### src/rtl/datain_log_ram.sv
// datain_log_ram: simple dual-port capture RAM, sync write, registered read-old-data.
// Rev 1.0
`default_nettype none

module datain_log_ram #(
  parameter int DEPTH = 32,
  parameter int W     = 20
) (
  input  wire logic                     clk,
  input  wire logic                     rst,
  input  wire logic                     i_we,
  input  wire logic [$clog2(DEPTH)-1:0] i_waddr,
  input  wire logic [W-1:0]             i_wdata,
  input  wire logic [$clog2(DEPTH)-1:0] i_raddr,
  output logic      [W-1:0]             o_rdata
);

  logic [W-1:0] r_mem [DEPTH];
  logic [W-1:0] r_rdata;

  always_ff @(posedge clk) begin
    if (i_we) begin
      r_mem[i_waddr] <= i_wdata;
    end
  end

  // Only the output register is reset; the array keeps its contents.
  always_ff @(posedge clk or negedge rst) begin
    if (!rst) begin
      r_rdata <= '0;
    end else begin
      r_rdata <= r_mem[i_raddr];
    end
  end

  assign o_rdata = r_rdata;

endmodule

`default_nettype wire

### config.mk
export PLATFORM = sky130hd
export DESIGN_NAME = datain_log_ram
export DESIGN_NICKNAME = d
export VERILOG_FILES = /design/src/rtl/datain_log_ram.sv
export SDC_FILE = /design/constraint.sdc
export NUM_CORES = 1
export LEC_CHECK = 0
export BUFFER_PORTS_ARGS = -buffer_cell sky130_fd_sc_hd__buf_2
export CORE_AREA = 4 4 253 255
export CTS_BUF_LIST = sky130_fd_sc_hd__clkbuf_16
export DETAILED_ROUTE_END_ITERATION = 16
export DIE_AREA = 0 0 257 259
export GPL_ROUTABILITY_DRIVEN = 0
export HOLD_SLACK_MARGIN = 0.06
export PLACE_DENSITY = 0.61
export SYNTH_ARGS = -nofsm -noshare
export SYNTH_HDL_FRONTEND = slang
export SYNTH_SLANG_ARGS = --single-unit
### constraint.sdc
create_clock -name clk -period 1.93 [get_ports clk]
set_clock_uncertainty 0.15 [all_clocks]
set_input_delay 0.0965 -clock clk [delete_from_list [all_inputs] [get_ports clk]]
set_output_delay 0.0965 -clock clk [all_outputs]
set_load 0.005 [all_outputs]
======== Yosys cells after proc, flatten, opt, wreduce, memory -nomap -nowiden ========
Memories as Yosys holds them, arrays and structs flattened. A register that Yosys moved wholly into a read port is not among the register bits.
Cells that the tools add are included.
storage, ports and cells
  register bits ........................... 0
  latch bits .............................. 0
  RAM bits ................................ 640
  bits in read-only memories .............. 0
  input bits .............................. 33
  output and inout port bits .............. 20
  word-level logic and storage cells ...... 4
  memories kept ........................... 1
memory list
  name   words  bits a word  read ports  clocked after memory_dff  wr ports  line  RTL
  r_mem  32     20           1           1                         1         18    logic [W-1:0] r_mem [DEPTH];
cells by class
  add/sub/neg operators ................... 0
  multiply operators ...................... 0
  div/mod/pow operators ................... 0
  $lt $le $gt $ge ......................... 0
  equal/unequal tests ..................... 0
  shifts and indexed selects .............. 0
  multiplexer cells ....................... 2
  bitwise logic cells ..................... 0
  reduce and logical (&&, ||, !) cells .... 1
operators by type and width
  operator         number
  $mux 1           2
  $logic_not 1->1  1

======== Depth between registers and ports, before layout ========
Gate-level depths: netlist of run 1.
  depth in word-level cells ............... 2
  mapped depth ............................ 8

======== Worst setup path after synthesis of run 1 ========
Ideal clock, no wire load.
  kind .................................... input port to flip-flop
  start point ............................. in i_waddr[1]
  end point ............................... mem r_mem[12][0], enable pin
  arrival time ............................ 1.613 ns
  setup slack ............................. -0.230 ns
  stages on the path ...................... 3
  buffers on the path ..................... 1
  cell sequence ........................... or3b_2 > clkbuf_1 > nor2_1
RTL lines
  element             line  RTL
  start: declaration  12    input wire logic [$clog2(DEPTH)-1:0] i_waddr,
  end: declaration    18
No word-level cell before the write port.

==> flow_summary_export.csv, run 1 <==
group,metric,value,unit
worst_setup_path,timing.setup.critical_path_class,"primary input to register",
sta,final.hold.worst_slack,99.48,ps
layout,layout.nets,1682,
layout,post_route_cells_drive_above_1_share,20.67,%
sta,maxSlewHeadroom,54.60,%
sta,rsz_0062_raised_after_global_routing,"false",
power,total_power_of_the_final_layout,29.83,mW
worst_setup_path,timing.critical_path.required,2300,ps
clock_network,cts_tree,"yes",
layout,layout-area-overhead-vs-synth,19.30,%
logic_synthesis,syn_area,25650,sq um
sta,min_clock_period_post_route,1836,ps
clock_network,cts.sink_count,660,
layout,n_fill_cell,5076,
power,vdd_ir_drop_max,0.0005561,V
min_path,min_delay_path_depth,6,
routing,drc,0,
logic_synthesis,post-synth-top-area-fraction,74.92,%
worst_setup_path,worstPathArrival,2200,ps
grt,grt_start_max_net_pins,41,
worst_setup_path,endpoint_kind,"register",
clock_network,insertion_delay,600,ps
routing,detail_route.wirelength,63420,microns
worst_setup_path,crit_path_top_delay_cell,"dlygate4sd3_1",
routing,drt_pre_antenna_iters,5,
logic_synthesis,ys.flop_type,"edfxtp_1",
floorplan,chipHeight,259,microns
worst_setup_path,setup.worst_path.start_class,"primary input",
logic_synthesis,synth.largest_area_cell,"edfxtp_1",
clock_network,cts_root_buffer,"clkbuf_16",
clock_network,numCtsBuffers,68,
floorplan,ios,53,
run,drv.max_cap_violation_count,0,
clock_network,postCtsSetupRepairBufs,0,
worst_setup_path,path_cells,"dlygate4sd3_1, buf_2, and2_4, buf_12, buf_12, a22o_1, nor3_1, a31oi_1, nand3_1",
sta,report.final.setup_viol,0,
clock_network,ctsHtreeMaxLevel,3,
sta,layout_worst_path_cycle_share,95.13,%
grt,gr-usage-all-layers,18.91,%
logic_synthesis,number_of_distinct_standard_cells_referenced_by_the_synthesized_netlist,27,
power,pwr-share-seq,53.7,%
worst_setup_path,worstPathMaxFanout,14,
placed_design,worst_setup_slack_post_dpl,-76.55,ps
routing,antenna_violating_nets_post_route,0,
worst_setup_path,critPathTopFamily,"buffers and inverters",
placed_design,place.detailed.hpwl,39650,microns
logic_synthesis,synth.most_common_cell,"edfxtp_1",
sta,fmaxAchievable,544.7,MHz
logic_synthesis,postSynthCellCount,1414,
logic_synthesis,synth-seq-area-share,76.87,%
run_status,run_status,"complete, no violations",
routing,vias,13810,
routing,wire_per_inst,24.95,microns
floorplan,core,61600,sq um
floorplan,fp.dieArea,66560,sq um
sta,timing_max_transition_violations_final,0,
logic_synthesis,synth_top_cells_by_area,"edfxtp_1, mux2i_1, a22oi_1, dfrtp_1, a22o_1",
worst_setup_path,max_stage_delay,540,ps
worst_setup_path,cp_num_buf_inv,4,
logic_synthesis,synth-edff-count,640,
floorplan,placementRows,91,
worst_setup_path,r2r_cells,6,
sta,timing.final.ws_setup,94.05,ps
placed_design,port_buffers,52,
clock_network,cts.path.max_buffers,3,
grt,overflow,0,
grt,grt_pass1_wl,93390,microns
power,internal_power,23.42,mW
power,power_frac_comb,6.0,%
grt,via_count_of_the_first_global_routing_pass,14020,
routing,detailedRoute.firstIterationViolations,1018,
routing,avgViaCountPerCell,5.432,
logic_synthesis,synth_warn,0,
power,power_density_normalized_to_cell_area,974.7,nW/um^2
clock_network,clk_pin_slew,60,ps
sta,worst-slew-pin-transition,680.9,ps
grt,number_of_antenna_violations_at_the_first_check_in_global_routing,4,
logic_synthesis,mean_cell_area_of_the_mapped_netlist,18.14,sq um
min_path,hp-class,"primary input to register",
worst_setup_path,stages_on_the_worst_setup_path,9,
logic_synthesis,post_synthesis_register_bit_count,660,
sta,hold_viol_final,0,
floorplan,initial_cell_density_of_the_core,41.65,%
power,p_sw,6.407,mW
floorplan,fp.dieW,257,microns
logic_synthesis,synth_commonest_cells,"edfxtp_1, mux2i_1, a22oi_1",
logic_synthesis,synth_fp_nets,1447,
power,p_sw_share,21.48,%
power,p_leak,10.96,nW
worst_setup_path,critical-path-top-cell-by-count,"buf_12",
power,clockPowerShare,40.3,%
logic_synthesis,asyncSetResetFlopFracSynth,3.030,%
worst_setup_path,reg2reg_setup_slack,220,ps
==> power groups by stage <==
stage | registers, mW | logic, mW | clock network (mW)
after global placement | 16.3 | 1.73 | 0
final | 16.0 | 1.79 | 12.0
after floorplan | 16.3 | 0.879 | 0
after CTS | 16.0 | 1.81 | 12.3
after detailed placement | 16.3 | 1.76 | 0
after global routing | 16.0 | 1.92 | 12.9
==> per-stage QoR <==
| stage | instance area (sq um) | utilization, % | instances | setup TNS [ps] |
|---|---|---|---|---|
| final | 30600 | 49.68 | 2542 | 0 |
| after global placement | 28300 | 45.95 | 2392 | -13.29 |
| after global routing | 30600 | 49.68 | 2540 | 0 |
| after floorplan | 25670 | - | 1414 | -41530 |
| after CTS | 30590 | 49.67 | 2540 | 0 |
| after detailed placement | 28300 | 45.95 | 2392 | -82.90 |
==> worst paths after layout <==
path | end | start
hold / removal | o_rdata[3]$_DFF_PN0_ | i_raddr[1]
setup / recovery | o_rdata[18]$_DFF_PN0_ | i_raddr[2]
setup reg to reg | o_rdata[6]$_DFF_PN0_ | r_mem[7][6]$_DFFE_PP_
min in group asynchronous | o_rdata[11]$_DFF_PN0_ | rst
hold reg to reg | o_rdata[1]$_DFF_PN0_ | r_mem[17][1]$_DFFE_PP_
max in group asynchronous | o_rdata[5]$_DFF_PN0_ | rst
==> routing by layer <==
layer / global-route usage [%] / vias to the layer above / part of all wire [%]
met3: 3.883 / 93 / 6.3
met2: 30.79 / 392 / 48
met1: 26.15 / 7175 / 44
met5: 0 / - / 0.020
met4: 5.167 / 2 / 2.3
li1: - / 6145 / -
==> kinds of logic (layout without fill, tap and decap cells) <==
kind of cell	after synthesis	in the layout	synth area share, %
flip-flops	660	660	76.87
multiplexers	320	320	12.49
AO/OA/AOI/OAI	180	180	4.975
AND/OR/NAND/NOR	172	172	3.224
buffers and inverters	82	371	2.448
other	0	2	0
==> layout make-up <==
type                            count  area (sq um)  share of cell area [%]
Sequential cell                   660         19720                   64.43
Multi-Input combinational cell    672          5415                   17.69
Timing Repair Buffer              247          2380                   7.776
Clock buffer                       69          1727                   5.642
Tap cell                          837          1047                   3.422
Clock inverter                     55         311.5                   1.018
Antenna cell                        2         5.005                 0.01635
==> sequential cells by signal (all words and copies together), names as in the netlist <==
name,cells
o_rdata,20
r_mem,640
==> tightest hold or removal path: stages <==
cell and delay, ps:
buf_2 140, nor2b_4 150, buf_12 170, nand2_1 80
nand3_1 60, nand3_1 80
==> timing repair <==
item,CTS,global route
hold buffers,24,0
endpoints found under the setup margin,0,1
resized for setup,0,1
hold endpoints to repair,664,0
==> layout by cell type, fill, tap and decap left out, types with 6 or more instances in the layout <==
master,count
a21oi_1,40
a22o_1,40
a22oi_1,80
a31oi_1,19
buf_12,47
buf_2,51
buf_4,125
clkbuf_16,69
clkinv_1,17
clkinv_2,6
dfrtp_1,20
dlygate4sd3_1,23
edfxtp_1,640
inv_1,20
inv_6,6
mux2i_1,320
nand2_1,41
nand3_1,42
nand4_1,20
nor2_2,32
nor3_1,20
No activity file was read; power rests on OpenSTA's default activity.
==> run 2, diff against run 1 <==
- SETUP_SLACK_MARGIN: not set -> 0.15
==> run 2 against run 1 <==
Total power fell by 0.93%. Clock power barely moved. Hold slack lost 6.0 ps. Routed wire length down 4.6%. Global-route usage decreased by 1.0 points. Sequential cell count unchanged. Setup slack better by 150 ps. Combinational power is 3% lower. Largest power group unchanged.
==> flow_summary_export.csv, run 2 (same netlist as run 1, synthesis figures left out) <==
group,metric,value,unit
sta,min_clock_period_post_route,1682,ps
sta,timing_max_transition_violations_final,0,
layout,largest_register_ffs,640,
sta,layout_worst_path_cycle_share,87.13,%
routing,avgViaCountPerCell,5.421,
clock_network,cts.sink_count,660,
floorplan,placementRows,91,
worst_setup_path,endpoint_kind,"register",
sta,hold_viol_final,0,
worst_setup_path,worstPathMaxFanout,1,
clock_network,numCtsBuffers,61,
routing,drt_pre_antenna_iters,5,
routing,wire_per_inst,24.36,microns
power,total_power_of_the_final_layout,29.55,mW
layout,mostFrequentLayoutCells,"edfxtp_1, mux2i_1, buf_4",
sta,rsz_0062_raised_after_global_routing,"false",
run,drv.max_cap_violation_count,0,
min_path,min-delay-start,"i_raddr[1]",
worst_setup_path,crit_path_start,"r_mem[27][17]$_DFFE_PP_",
floorplan,core,61600,sq um
grt,number_of_antenna_violations_at_the_first_check_in_global_routing,3,
power,vdd_ir_drop_max,0.0007329,V
floorplan,fp.dieW,257,microns
routing,drc,0,
floorplan,fp.dieArea,66560,sq um
sta,fmaxAchievable,594.7,MHz
placed_design,port_buffers,52,
placed_design,worst_setup_slack_post_dpl,-12.28,ps
routing,detailedRoute.firstIterationViolations,1279,
clock_network,clk_pin_slew,60,ps
clock_network,cts.path.max_buffers,3,
layout,n_fill_cell,5023,
worst_setup_path,setup.worst_path.start_class,"register",
layout,layout.nets,1629,
layout,postLayoutCoreUtil,48.85,%
clock_network,postCtsResizedCells,0,
worst_setup_path,worstPathArrival,2010,ps
grt,grt_start_max_net_pins,43,
floorplan,initial_cell_density_of_the_core,41.65,%
worst_setup_path,timing.critical_path.required,2260,ps
clock_network,insertion_delay,620,ps
floorplan,chipHeight,259,microns
min_path,hp-class,"primary input to register",
sta,maxSlewHeadroom,51.08,%
placed_design,place.detailed.hpwl,37500,microns
grt,gr-usage-all-layers,17.87,%
grt,via_count_of_the_first_global_routing_pass,13770,
worst_setup_path,timing.setup.critical_path_class,"register to register",
clock_network,ctsHtreeMaxLevel,2,
grt,overflow,0,
clock_network,cts_tree,"yes",
layout,post_route_cells_drive_above_1_share,17.93,%
routing,antenna_violating_nets_post_route,0,
grt,grt_pass1_wl,89010,microns
sta,final.hold.worst_slack,93.49,ps
sta,setup_total_neg_slack,0,ps
clock_network,cts_root_buffer,"clkbuf_16",
routing,detail_route.wirelength,60490,microns
layout,layout-area-overhead-vs-synth,17.29,%
worst_setup_path,worstReg2RegStart,"r_mem[27][17]$_DFFE_PP_",
run_status,run_status,"complete, no violations",
floorplan,ios,53,
routing,vias,13460,
sta,timing.final.ws_setup,248.4,ps
power,p_leak,10.65,nW
sta,worst-slew-pin-transition,733.9,ps
layout,largest_register,"r_mem",
sta,report.final.setup_viol,0,
layout,final_common_cell,"edfxtp_1",
power,power_density_normalized_to_cell_area,982.2,nW/um^2
run 2: routing by layer:
layer	part of all wire, %	track usage [%]	up-vias
met5	0.045	0	-
met4	2.8	6.046	4
met3	5.6	2.712	101
met2	49	30.10	406
met1	42	23.96	6926
li1	-	-	6023
run 2: worst paths after layout:
kind                                          to  slack (ps)  cells after the start
min reg2reg                o_rdata[18]$_DFF_PN0_         460                      4
min                        o_rdata[15]$_DFF_PN0_          90                      6
max reg2reg                o_rdata[17]$_DFF_PN0_         250                      5
min in group asynchronous  o_rdata[14]$_DFF_PN0_         340                      4
max in group asynchronous   o_rdata[1]$_DFF_PN0_        1110                      4
max                        o_rdata[17]$_DFF_PN0_         250                      5
run 2: where the power goes:
part           internal (mW)  total [mW]  switching (mW)
clock                   6.79        11.8            5.01
sequential              15.9        16.0          0.0825
combinational          0.645        1.73            1.08
run 2: timing repair:
action                                 in CTS  in global routing
endpoints found under the hold margin     680                  0
setup buffers                               0                  0
hold buffers                               30                  0
run 2: through the flow:
stage / cells / instance area [sq um]
2_1_floorplan: 1414 / 25700
3_3_place_gp: 2340 / 27810
3_5_place_dp: 2340 / 27810
4_1_cts: 2482 / 30090
5_1_grt: 2483 / 30090
6_report: 2483 / 30090
run 2: area by class of cell:
type	instances	area (sq um)	share of cell area, %
diodes	1	2.502	0.008317
clock buffers	63	1577	5.240
clock inverters	49	392.9	1.306
multi-input cells	672	5439	18.08
flip-flops and latches	660	19720	65.54
well taps	837	1047	3.481
repair buffers	201	1912	6.354
run 2: critical path: stages, from the launching register on:
cell and delay, ps:
edfxtp_1 360, mux2i_1 150, a22oi_1 110, nand4_1 130
dlygate4sd3_1 560, nand3_1 90
